===== config.mk =====
export PLATFORM = sky130hd
export DESIGN_NAME = hkspi_responder
export DESIGN_NICKNAME = d
export VERILOG_FILES = /design/src/rtl/hkspi_pkg.sv /design/src/rtl/hkspi_sync_edge.sv /design/src/rtl/hkspi_responder.sv
export SDC_FILE = /design/constraint.sdc
export NUM_CORES = 1
export LEC_CHECK = 0
export CAP_MARGIN = 40
export CORE_MARGIN = 5
export CORE_UTILIZATION = 28
export DETAILED_ROUTE_END_ITERATION = 12
export GPL_TIMING_DRIVEN = 0
export REMOVE_ABC_BUFFERS = 1
export SLEW_MARGIN = 20
export SYNTH_ARGS = -nofsm -noshare
export SYNTH_HDL_FRONTEND = slang
export SYNTH_HIERARCHICAL = 1
export SYNTH_SLANG_ARGS = --single-unit

===== constraint.sdc =====
create_clock -name clk -period 2.5 [get_ports clk]
set_clock_uncertainty 0.15 [all_clocks]
set_input_delay 0.5 -clock clk [delete_from_list [all_inputs] [get_ports clk]]
set_output_delay 0.5 -clock clk [all_outputs]
set_load 0.005 [all_outputs]

===== src/rtl/hkspi_pkg.sv =====
// Shared definitions for the housekeeping SPI responder: FSM states and
// command byte layout.
package hkspi_pkg;

  typedef enum logic [2:0] {
    IDLE,
    CMD,
    ADDR,
    DATA,
    IGNORE
  } hk_state_e;

  localparam int CMD_WR_BIT = 7;
  localparam int CMD_RD_BIT = 6;
  localparam int CMD_N_LSB  = 3;
  localparam int CMD_N_W    = 3;

  localparam logic [7:0] CMD_WR_STREAM = 8'h80;
  localparam logic [7:0] CMD_RD_STREAM = 8'h40;
  localparam logic [7:0] CMD_RW_STREAM = 8'hC0;

endpackage


===== src/rtl/hkspi_sync_edge.sv =====
// Two-flop synchronizer for an asynchronous pad input, with a third flop
// providing single-clk rise/fall pulses of the synchronized level.
module hkspi_sync_edge #(
  parameter logic RST_VAL = 1'b0
) (
  input  logic clk,
  input  logic rst_n,
  input  logic d,
  output logic q,
  output logic rise,
  output logic fall
);

  logic [2:0] sync_q, sync_d;

  always_comb sync_d = {sync_q[1:0], d};

  always_ff @(posedge clk or negedge rst_n) begin
    if (!rst_n) sync_q <= {3{RST_VAL}};
    else        sync_q <= sync_d;
  end

  assign q    = sync_q[1];
  assign rise = sync_q[1] & ~sync_q[2];
  assign fall = ~sync_q[1] & sync_q[2];

endmodule


===== src/rtl/hkspi_responder.sv =====
// Housekeeping SPI responder (mode 0): oversamples the pads and issues
// register read/write strobes. Optional SCK-stall abort: HKSPI_TIMEOUT_EN.
module hkspi_responder
  import hkspi_pkg::*;
#(
  parameter int ADDR_W         = 8,
  parameter int DATA_W         = 8,
  parameter int TIMEOUT_CYCLES = 4096
) (
  input  logic              clk,
  input  logic              resetn,
  input  logic              spi_sck,
  input  logic              spi_csb,
  input  logic              spi_sdi,
  output logic              spi_sdo,
  output logic              spi_sdo_oe,
  output logic [ADDR_W-1:0] reg_addr,
  output logic [DATA_W-1:0] reg_wdata,
  output logic              reg_we,
  output logic              reg_re,
  input  logic [DATA_W-1:0] reg_rdata,
  output logic              busy
);

  logic sck_rise, sck_fall, csb_s, csb_fall, sdi_s;
  logic unused_sck_q, unused_csb_rise, unused_sdi_rise, unused_sdi_fall;

  hkspi_sync_edge #(.RST_VAL(1'b0)) u_sck (
    .clk(clk), .rst_n(resetn), .d(spi_sck),
    .q(unused_sck_q), .rise(sck_rise), .fall(sck_fall)
  );
  hkspi_sync_edge #(.RST_VAL(1'b1)) u_csb (
    .clk(clk), .rst_n(resetn), .d(spi_csb),
    .q(csb_s), .rise(unused_csb_rise), .fall(csb_fall)
  );
  hkspi_sync_edge #(.RST_VAL(1'b0)) u_sdi (
    .clk(clk), .rst_n(resetn), .d(spi_sdi),
    .q(sdi_s), .rise(unused_sdi_rise), .fall(unused_sdi_fall)
  );

  hk_state_e           state_q, state_d;
  logic [2:0]          bit_cnt_q, bit_cnt_d;
  logic [7:0]          rx_shift_q, rx_shift_d;
  logic [7:0]          tx_shift_q, tx_shift_d;
  logic [7:0]          cmd_q, cmd_d;
  logic [CMD_N_W-1:0]  byte_cnt_q, byte_cnt_d;
  logic [ADDR_W-1:0]   reg_addr_q, reg_addr_d;
  logic [DATA_W-1:0]   reg_wdata_q, reg_wdata_d;
  logic                reg_we_q, reg_we_d;
  logic                reg_re_q, reg_re_d;
  logic                inc_pend_q, inc_pend_d;
  logic [7:0]          rx_byte;
  logic                byte_done;
  logic [CMD_N_W-1:0]  cmd_n;
  logic [2:0]          unused_cmd_lsb;
  logic                tmo_hit;

  assign rx_byte        = {rx_shift_q[6:0], sdi_s};
  assign byte_done      = sck_rise && (bit_cnt_q == 3'd7);
  assign cmd_n          = cmd_q[CMD_N_LSB +: CMD_N_W];
  assign unused_cmd_lsb = cmd_q[2:0];

`ifdef HKSPI_TIMEOUT_EN
  localparam int TMO_W = $clog2(TIMEOUT_CYCLES + 1);
  logic [TMO_W-1:0] tmo_cnt_q, tmo_cnt_d;

  assign tmo_hit = (tmo_cnt_q == TMO_W'(TIMEOUT_CYCLES));

  // Saturates at the limit so the abort condition holds until CSB rises.
  always_comb begin
    tmo_cnt_d = tmo_cnt_q;
    if (state_q == IDLE || sck_rise || sck_fall) tmo_cnt_d = '0;
    else if (!tmo_hit)                           tmo_cnt_d = tmo_cnt_q + 1'b1;
  end

  always_ff @(posedge clk or negedge resetn) begin
    if (!resetn) tmo_cnt_q <= '0;
    else         tmo_cnt_q <= tmo_cnt_d;
  end
`else
  localparam int unused_timeout_cycles = TIMEOUT_CYCLES;
  assign tmo_hit = 1'b0;
`endif

  always_comb begin
    state_d     = state_q;
    bit_cnt_d   = bit_cnt_q;
    rx_shift_d  = rx_shift_q;
    tx_shift_d  = tx_shift_q;
    cmd_d       = cmd_q;
    byte_cnt_d  = byte_cnt_q;
    reg_addr_d  = reg_addr_q;
    reg_wdata_d = reg_wdata_q;
    reg_we_d    = 1'b0;
    reg_re_d    = 1'b0;
    inc_pend_d  = 1'b0;

    if (state_q == IDLE) begin
      if (csb_fall) begin
        state_d    = CMD;
        bit_cnt_d  = '0;
        rx_shift_d = '0;
        tx_shift_d = '0;
        byte_cnt_d = '0;
      end
    end else if (csb_s) begin
      state_d = IDLE;
    end else begin
      if (sck_rise) begin
        bit_cnt_d  = bit_cnt_q + 3'd1;
        rx_shift_d = rx_byte;
      end
      // Hold the first bit across the byte-boundary fall.
      if (sck_fall && bit_cnt_q != 3'd0) tx_shift_d = {tx_shift_q[6:0], 1'b0};
      if (reg_re_q) tx_shift_d = 8'(reg_rdata);

      case (state_q)
        CMD: if (byte_done) begin
          cmd_d   = rx_byte;
          state_d = ((rx_byte & CMD_RW_STREAM) == 8'h00) ? IGNORE : ADDR;
        end
        ADDR: if (byte_done) begin
          reg_addr_d = ADDR_W'(rx_byte);
          reg_re_d   = cmd_q[CMD_RD_BIT];
          state_d    = DATA;
        end
        DATA: begin
          // Runs one clk after reg_we so a following read sees the new value.
          if (inc_pend_q) begin
            reg_addr_d = reg_addr_q + 1'b1;
            reg_re_d   = cmd_q[CMD_RD_BIT];
          end
          if (byte_done) begin
            if (cmd_q[CMD_WR_BIT]) begin
              reg_wdata_d = DATA_W'(rx_byte);
              reg_we_d    = 1'b1;
            end
            byte_cnt_d = byte_cnt_q + 1'b1;
            if (cmd_n != '0 && byte_cnt_d == cmd_n) state_d = IGNORE;
            else                                    inc_pend_d = 1'b1;
          end
        end
        default: ;
      endcase

      if (tmo_hit) begin
        state_d    = IGNORE;
        reg_we_d   = 1'b0;
        reg_re_d   = 1'b0;
        inc_pend_d = 1'b0;
      end
    end
  end

  always_ff @(posedge clk or negedge resetn) begin
    if (!resetn) begin
      state_q     <= IDLE;
      bit_cnt_q   <= '0;
      rx_shift_q  <= '0;
      tx_shift_q  <= '0;
      cmd_q       <= '0;
      byte_cnt_q  <= '0;
      reg_addr_q  <= '0;
      reg_wdata_q <= '0;
      reg_we_q    <= 1'b0;
      reg_re_q    <= 1'b0;
      inc_pend_q  <= 1'b0;
    end else begin
      state_q     <= state_d;
      bit_cnt_q   <= bit_cnt_d;
      rx_shift_q  <= rx_shift_d;
      tx_shift_q  <= tx_shift_d;
      cmd_q       <= cmd_d;
      byte_cnt_q  <= byte_cnt_d;
      reg_addr_q  <= reg_addr_d;
      reg_wdata_q <= reg_wdata_d;
      reg_we_q    <= reg_we_d;
      reg_re_q    <= reg_re_d;
      inc_pend_q  <= inc_pend_d;
    end
  end

  assign spi_sdo_oe = (state_q == DATA) && cmd_q[CMD_RD_BIT];
  assign spi_sdo    = spi_sdo_oe & tx_shift_q[7];
  assign reg_addr   = reg_addr_q;
  assign reg_wdata  = reg_wdata_q;
  assign reg_we     = reg_we_q;
  assign reg_re     = reg_re_q;
  assign busy       = ~csb_s;

endmodule


==> results of run 1 <==
area by class of cell:
cell class | instances | area, um^2
clock buffers | 5 | 68.8
clock inverters | 2 | 12.5
fillers | 942 | 6050
inverters | 8 | 30.0
multi-input cells | 176 | 1140
flip-flops and latches | 56 | 1410
well taps | 129 | 161
repair buffers | 39 | 373
per-stage QoR:
stage	setup TNS [ns]	total power, mW	utilization (%)	cells	hold slack, ns
after global placement	-55.35	1.24	33.0	401	0.183
final	0	1.73	34.6	415	0.0758
after detailed placement	-0.366	1.25	33.0	401	0.186
after global routing	-0.00246	1.83	34.6	415	0.152
after floorplan	0	1.16	-	239	0.0544
after CTS	0	1.73	34.2	411	0.108
timing repair:
item | 4_1_cts | 5_1_grt
resized for setup | 3 | 0
setup buffers | 2 | 4
cloned | 1 | 0
pin swaps | 1 | 0
hold buffers | 0 | 0
endpoints found under the setup margin | 2 | 2
sequential cells by signal, indices dropped and copies added (netlist names), 5 cells and up:
name	flops
rx_shift_q	7
cmd_q	5
tx_shift_q	8
reg_addr	8
reg_wdata	8
worst reg2reg max path, stage by stage (launching register included):
cell	delay, ns
dfrtp_2	0.46
buf_4	0.16
nor3_1	0.30
nand2_1	0.54
nand2_1	0.26
o21ai_0	0.11
a21o_1	0.18
power by group through the flow:
stage | combinational (mW) | sequential (mW) | clock [mW]
finish | 0.253 | 1.01 | 0.475
floorplan | 0.148 | 1.01 | 0
detailed placement | 0.220 | 1.03 | 0
CTS | 0.221 | 1.01 | 0.499
global placement | 0.213 | 1.03 | 0
global route | 0.294 | 1.01 | 0.527
placed cells by master, fill, tap and decap left out, types with 4 or more instances in the layout:
| master | count |
|---|---|
| nand3_1 | 8 |
| clkbuf_8 | 5 |
| nand2_1 | 48 |
| dfrtp_1 | 51 |
| and3_1 | 4 |
| o21ai_0 | 18 |
| mux2_4 | 5 |
| mux2_2 | 15 |
| ha_1 | 5 |
| buf_4 | 7 |
| inv_1 | 8 |
| a2bb2oi_1 | 4 |
| nor2_1 | 11 |
| mux2i_1 | 4 |
| a21oi_1 | 8 |
| o21ai_1 | 9 |
| clkdlybuf4s50_1 | 32 |
path summary, 6_finish.rpt:
| check | slack (ns) | start | end |
|---|---|---|---|
| min reg2reg | 0.21 | u_sck/sync_q[0]$_DFF_PN0_ | u_sck/sync_q[1]$_DFF_PN0_ |
| min in group clk | 0.21 | u_sck/sync_q[0]$_DFF_PN0_ | u_sck/sync_q[1]$_DFF_PN0_ |
| max in group asynchronous | 1.61 | resetn | state_q[1]$_DFFE_PN0P_ |
| min | 0.08 | resetn | u_sdi/sync_q[0]$_DFF_PN0_ |
| max | 0.1 | state_q[0]$_DFFE_PN0P_ | spi_sdo |
| max reg2reg | 0.24 | state_q[1]$_DFFE_PN0P_ | byte_cnt_q[2]$_DFFE_PN0P_ |
metal layers:
metal  up-vias  wire length [um]  GRT usage [%]
met5         -                 0              0
li1        935                 -              -
met3         6               155           1.81
met4         0                75           3.29
met1       918              2570           13.4
met2        34              2710           16.5
==> results.yml, run 1 <==
outcome:
  outcome: "finished, final reports clean"
sta:
  setup_viol: 0
  post-route-period-util_pct: 96.1
  max_clock_freq_ghz: 0.416
  max_slew_margin_pct: 47.6
  slew_violations: 0
  tightest_slew_ns: 0.782
  hold_violations: 0
  fin_ws_ns: 0.0983
  finalCriticalPeriod_ns: 2.40
clock_tree:
  htree_levels: 2
  cts_root_buffer: "clkbuf_8"
  clock_latency_ns: 0.31
  clock_sinks: 56
  cts_made_buffers: 5
  cts_buffer_depth: 2
  cts_tree: "yes"
  clk_pin_slew_ns: 0.10
detailed_routing:
  post_drt_wl_per_cell_um: 13.3
  firstDrtPassIters: 4
  drt_iter0_markers: 151
  vias_per_cell: 4.56
  drc: 0
  ant_nets: 0
  wirelength_um: 5510
  vias: 1893
cells_and_area:
  layout-drive-gt1-share_pct: 17.1
  antenna_cells: 0
  area_growth_pct: 20.8
  fin_area_um2: 3190
  final_nets: 304
power:
  power_frac_clock_pct: 27.4
  p_per_area_nw_per_um2: 543
  swShare_pct: 27.1
  pwr-share-comb_pct: 14.6
  leakage_nw: 1.45
  p_int_mw: 1.26
  switchingPower_mw: 0.470
  p_seq_share_pct: 58.0
  peakVddDrop_mv: 0.294
worst_setup_path:
  crit_type: "register to output pin"
  crit_cells: 4
  arrival_ns: 1.75
  start_kind: "register"
  endpoint_kind: "output pin"
  reg2reg_depth: 6
  cp_data_required_time_ns: 1.85
  cp_slowest_cell: "clkdlybuf4s50_1"
  max_stage_delay_ns: 0.50
  worstPathMaxFanout: 7
  critPathTopFamily: "simple AND/OR/NAND/NOR gates"
  cp_num_buf_inv: 1
  crit_chain: "nand2_1 > nor2_4 > and3_1 > clkdlybuf4s50_1"
logic_synthesis:
  yosysWarnings: 6
  syn-cell-area_um2: 2640
  syn_inst: 252
  avgSynthCellArea_um2: 10.5
die:
  coreArea_um2: 9240
  core.rowCount: 35
  start_util_pct: 28.6
  die_w_um: 107
  die_h_um: 107
  die-area_um2: 11500
  pin_count: 34
run:
  drv_cap: 0
placement:
  placed_area_um2: 3050
  dpl.hpwl_um: 3640
  post-place-ws_ns: -0.205
  globalplace.congestion: 0.760
  io_buffers: 33
grt:
  first_global_vias: 1910
  grt_pass1_wl_um: 9430
  grt_start_max_net_pins: 57
  overflow: 0
  grtUsageTotal_pct: 10.1
  antenna_found_initial: 0
min_path:
  hp-class: "primary input to async pin"
Power figures use the tool's default switching activity.
==> run 2: changes to the inputs <==
--- a/config.mk
+++ b/config.mk
@@ -7,7 +7,7 @@
 export LEC_CHECK = 0
 export CAP_MARGIN = 40
 export CORE_MARGIN = 5
-export CORE_UTILIZATION = 28
+export CORE_UTILIZATION = 40
 export DETAILED_ROUTE_END_ITERATION = 12
 export GPL_TIMING_DRIVEN = 0
 export REMOVE_ABC_BUFFERS = 1
==> run 2 against run 1 <==
  * Worst hold slack improved by 0.00065 ns
  * Combinational power fell by 4%
  * Sequential power is essentially flat
  * Design area is 1.4% lower
  * Largest power group unchanged
==> results.yml, run 2 (synthesis results as in run 1) <==
grt:
  antenna_found_initial: 0
  overflow: 0
  first_global_vias: 1823
  grt_pass1_wl_um: 8780
  gr-usage-met3_pct: 2.98
  grtUsageTotal_pct: 12.8
  use_met1_pct: 17.4
  grt-busiest-layer: "met2"
  grt_start_max_net_pins: 57
  grt.met2_usage_pct: 19.8
clock_tree:
  cts_tree: "yes"
  clk_pin_slew_ns: 0.10
  clock_latency_ns: 0.31
  cts_buffer_depth: 2
  htree_levels: 2
  cts_root_buffer: "clkbuf_8"
  cts_made_buffers: 5
  clock_sinks: 56
die:
  pin_count: 34
  die_w_um: 91.3
  die_h_um: 91.3
  coreArea_um2: 6390
  start_util_pct: 41.4
  core.rowCount: 29
  die-area_um2: 8340
sta:
  max_slew_margin_pct: 48.1
  max_clock_freq_ghz: 0.411
  rsz0062_at_grt: "false"
  fin_ws_ns: 0.0661
  finalCriticalPeriod_ns: 2.43
  setup_viol: 0
  slew_violations: 0
  tightest_slew_ns: 0.776
  post-route-period-util_pct: 97.4
  final.setup.tns_ns: 0
  hold_violations: 0
worst_setup_path:
  start_kind: "register"
  endpoint_kind: "output pin"
  cp_slowest_cell: "clkdlybuf4s50_1"
  critPathTopFamily: "simple AND/OR/NAND/NOR gates"
  crit_chain: "nand2_1 > nor2_4 > and3_1 > clkdlybuf4s50_1"
  crit_type: "register to output pin"
  reg2reg_depth: 6
  cp_num_buf_inv: 1
  arrival_ns: 1.78
  cp_data_required_time_ns: 1.85
  max_stage_delay_ns: 0.51
  crit_cells: 4
  worstPathMaxFanout: 7
detailed_routing:
  post_drt_wl_per_cell_um: 14.3
  drt_iter0_markers: 110
  wirelength_um: 5220
  vias_per_cell: 5.14
  vias: 1875
  drc: 0
  firstDrtPassIters: 4
  ant_nets: 0
power:
  peakVddDrop_mv: 0.296
  leakage_nw: 1.46
  p_per_area_nw_per_um2: 561
cells_and_area:
  fin_area_um2: 3150
  finalCoreUtilization_pct: 49.3
  layout-drive-gt1-share_pct: 17.4
  area_growth_pct: 19.1
  final_nets: 305
  fillers: 588
  layout_commonest_cell: "dfrtp_1"
  antenna_cells: 0
  final_cell_mix: "dfrtp_1 (51), nand2_1 (48), clkdlybuf4s50_1 (32)"
placement:
  globalplace.congestion: 0.768
  placed_area_um2: 2990
  post-place-ws_ns: -0.194
  io_buffers: 33
  dpl.hpwl_um: 3460
run:
  drv_cap: 0
min_path:
  hp-class: "primary input to async pin"
outcome:
  outcome: "finished, final reports clean"
==> run 2: worst register-to-register path: cells and delay by family (launching register included) <==
kind	cells	cell delay, ns
AND/OR/NAND/NOR	3	1.06
flip-flops	1	0.46
AO/OA/AOI/OAI	2	0.28
buffers and inverters	1	0.16
==> run 2: layer usage <==
layer / wire (um) / up-vias
met1: 2530 / 893
li1: - / 938
met2: 2360 / 36
met4: 102 / 0
met5: 0 / -
met3: 228 / 8
==> run 2: where the power goes <==
group          switching [mW]  internal [mW]
Combinational           0.127          0.118
Sequential             0.0511          0.955
Clock                   0.289          0.226
==> run 2: metrics by stage <==
step	power (mW)	hold slack, ns	std cells
2_1_floorplan	1.16	0.0544	239
3_3_place_gp	1.24	0.185	349
3_5_place_dp	1.24	0.185	349
4_1_cts	1.76	0.104	360
5_1_grt	1.86	0.131	365
6_report	1.77	0.0764	365
==> run 2: repair_timing <==
item / 4_1_cts / 5_1_grt
cloned: 1 / 0
pin swaps: 1 / 0
buffers inserted: 2 / 5
resized for setup: 3 / 0
setup endpoints to repair: 2 / 2
hold buffers: 0 / 0
==> run 2: final cells by class <==
type	count	area (um^2)	share of cell area (%)
Clock buffer	7	86.3	2.74
Inverter	8	30.0	0.954
Tap cell	77	96.3	3.06
Sequential cell	56	1410	44.7
Multi-Input combinational cell	176	1140	36.2
Clock inverter	1	7.51	0.238
Timing Repair Buffer	40	380	12.1
==> run 2: final timing paths <==
path	slack [ns]	from	end
worst min register to register	0.21	u_sck/sync_q[0]$_DFF_PN0_	u_sck/sync_q[1]$_DFF_PN0_
min in group clk	0.21	u_sck/sync_q[0]$_DFF_PN0_	u_sck/sync_q[1]$_DFF_PN0_
worst max-delay path	0.07	state_q[0]$_DFFE_PN0P_	spi_sdo
max in group asynchronous	1.64	resetn	state_q[0]$_DFFE_PN0P_
worst min-delay path	0.08	resetn	u_sdi/sync_q[0]$_DFF_PN0_
worst max register to register	0.30	state_q[1]$_DFFE_PN0P_	byte_cnt_q[2]$_DFFE_PN0P_
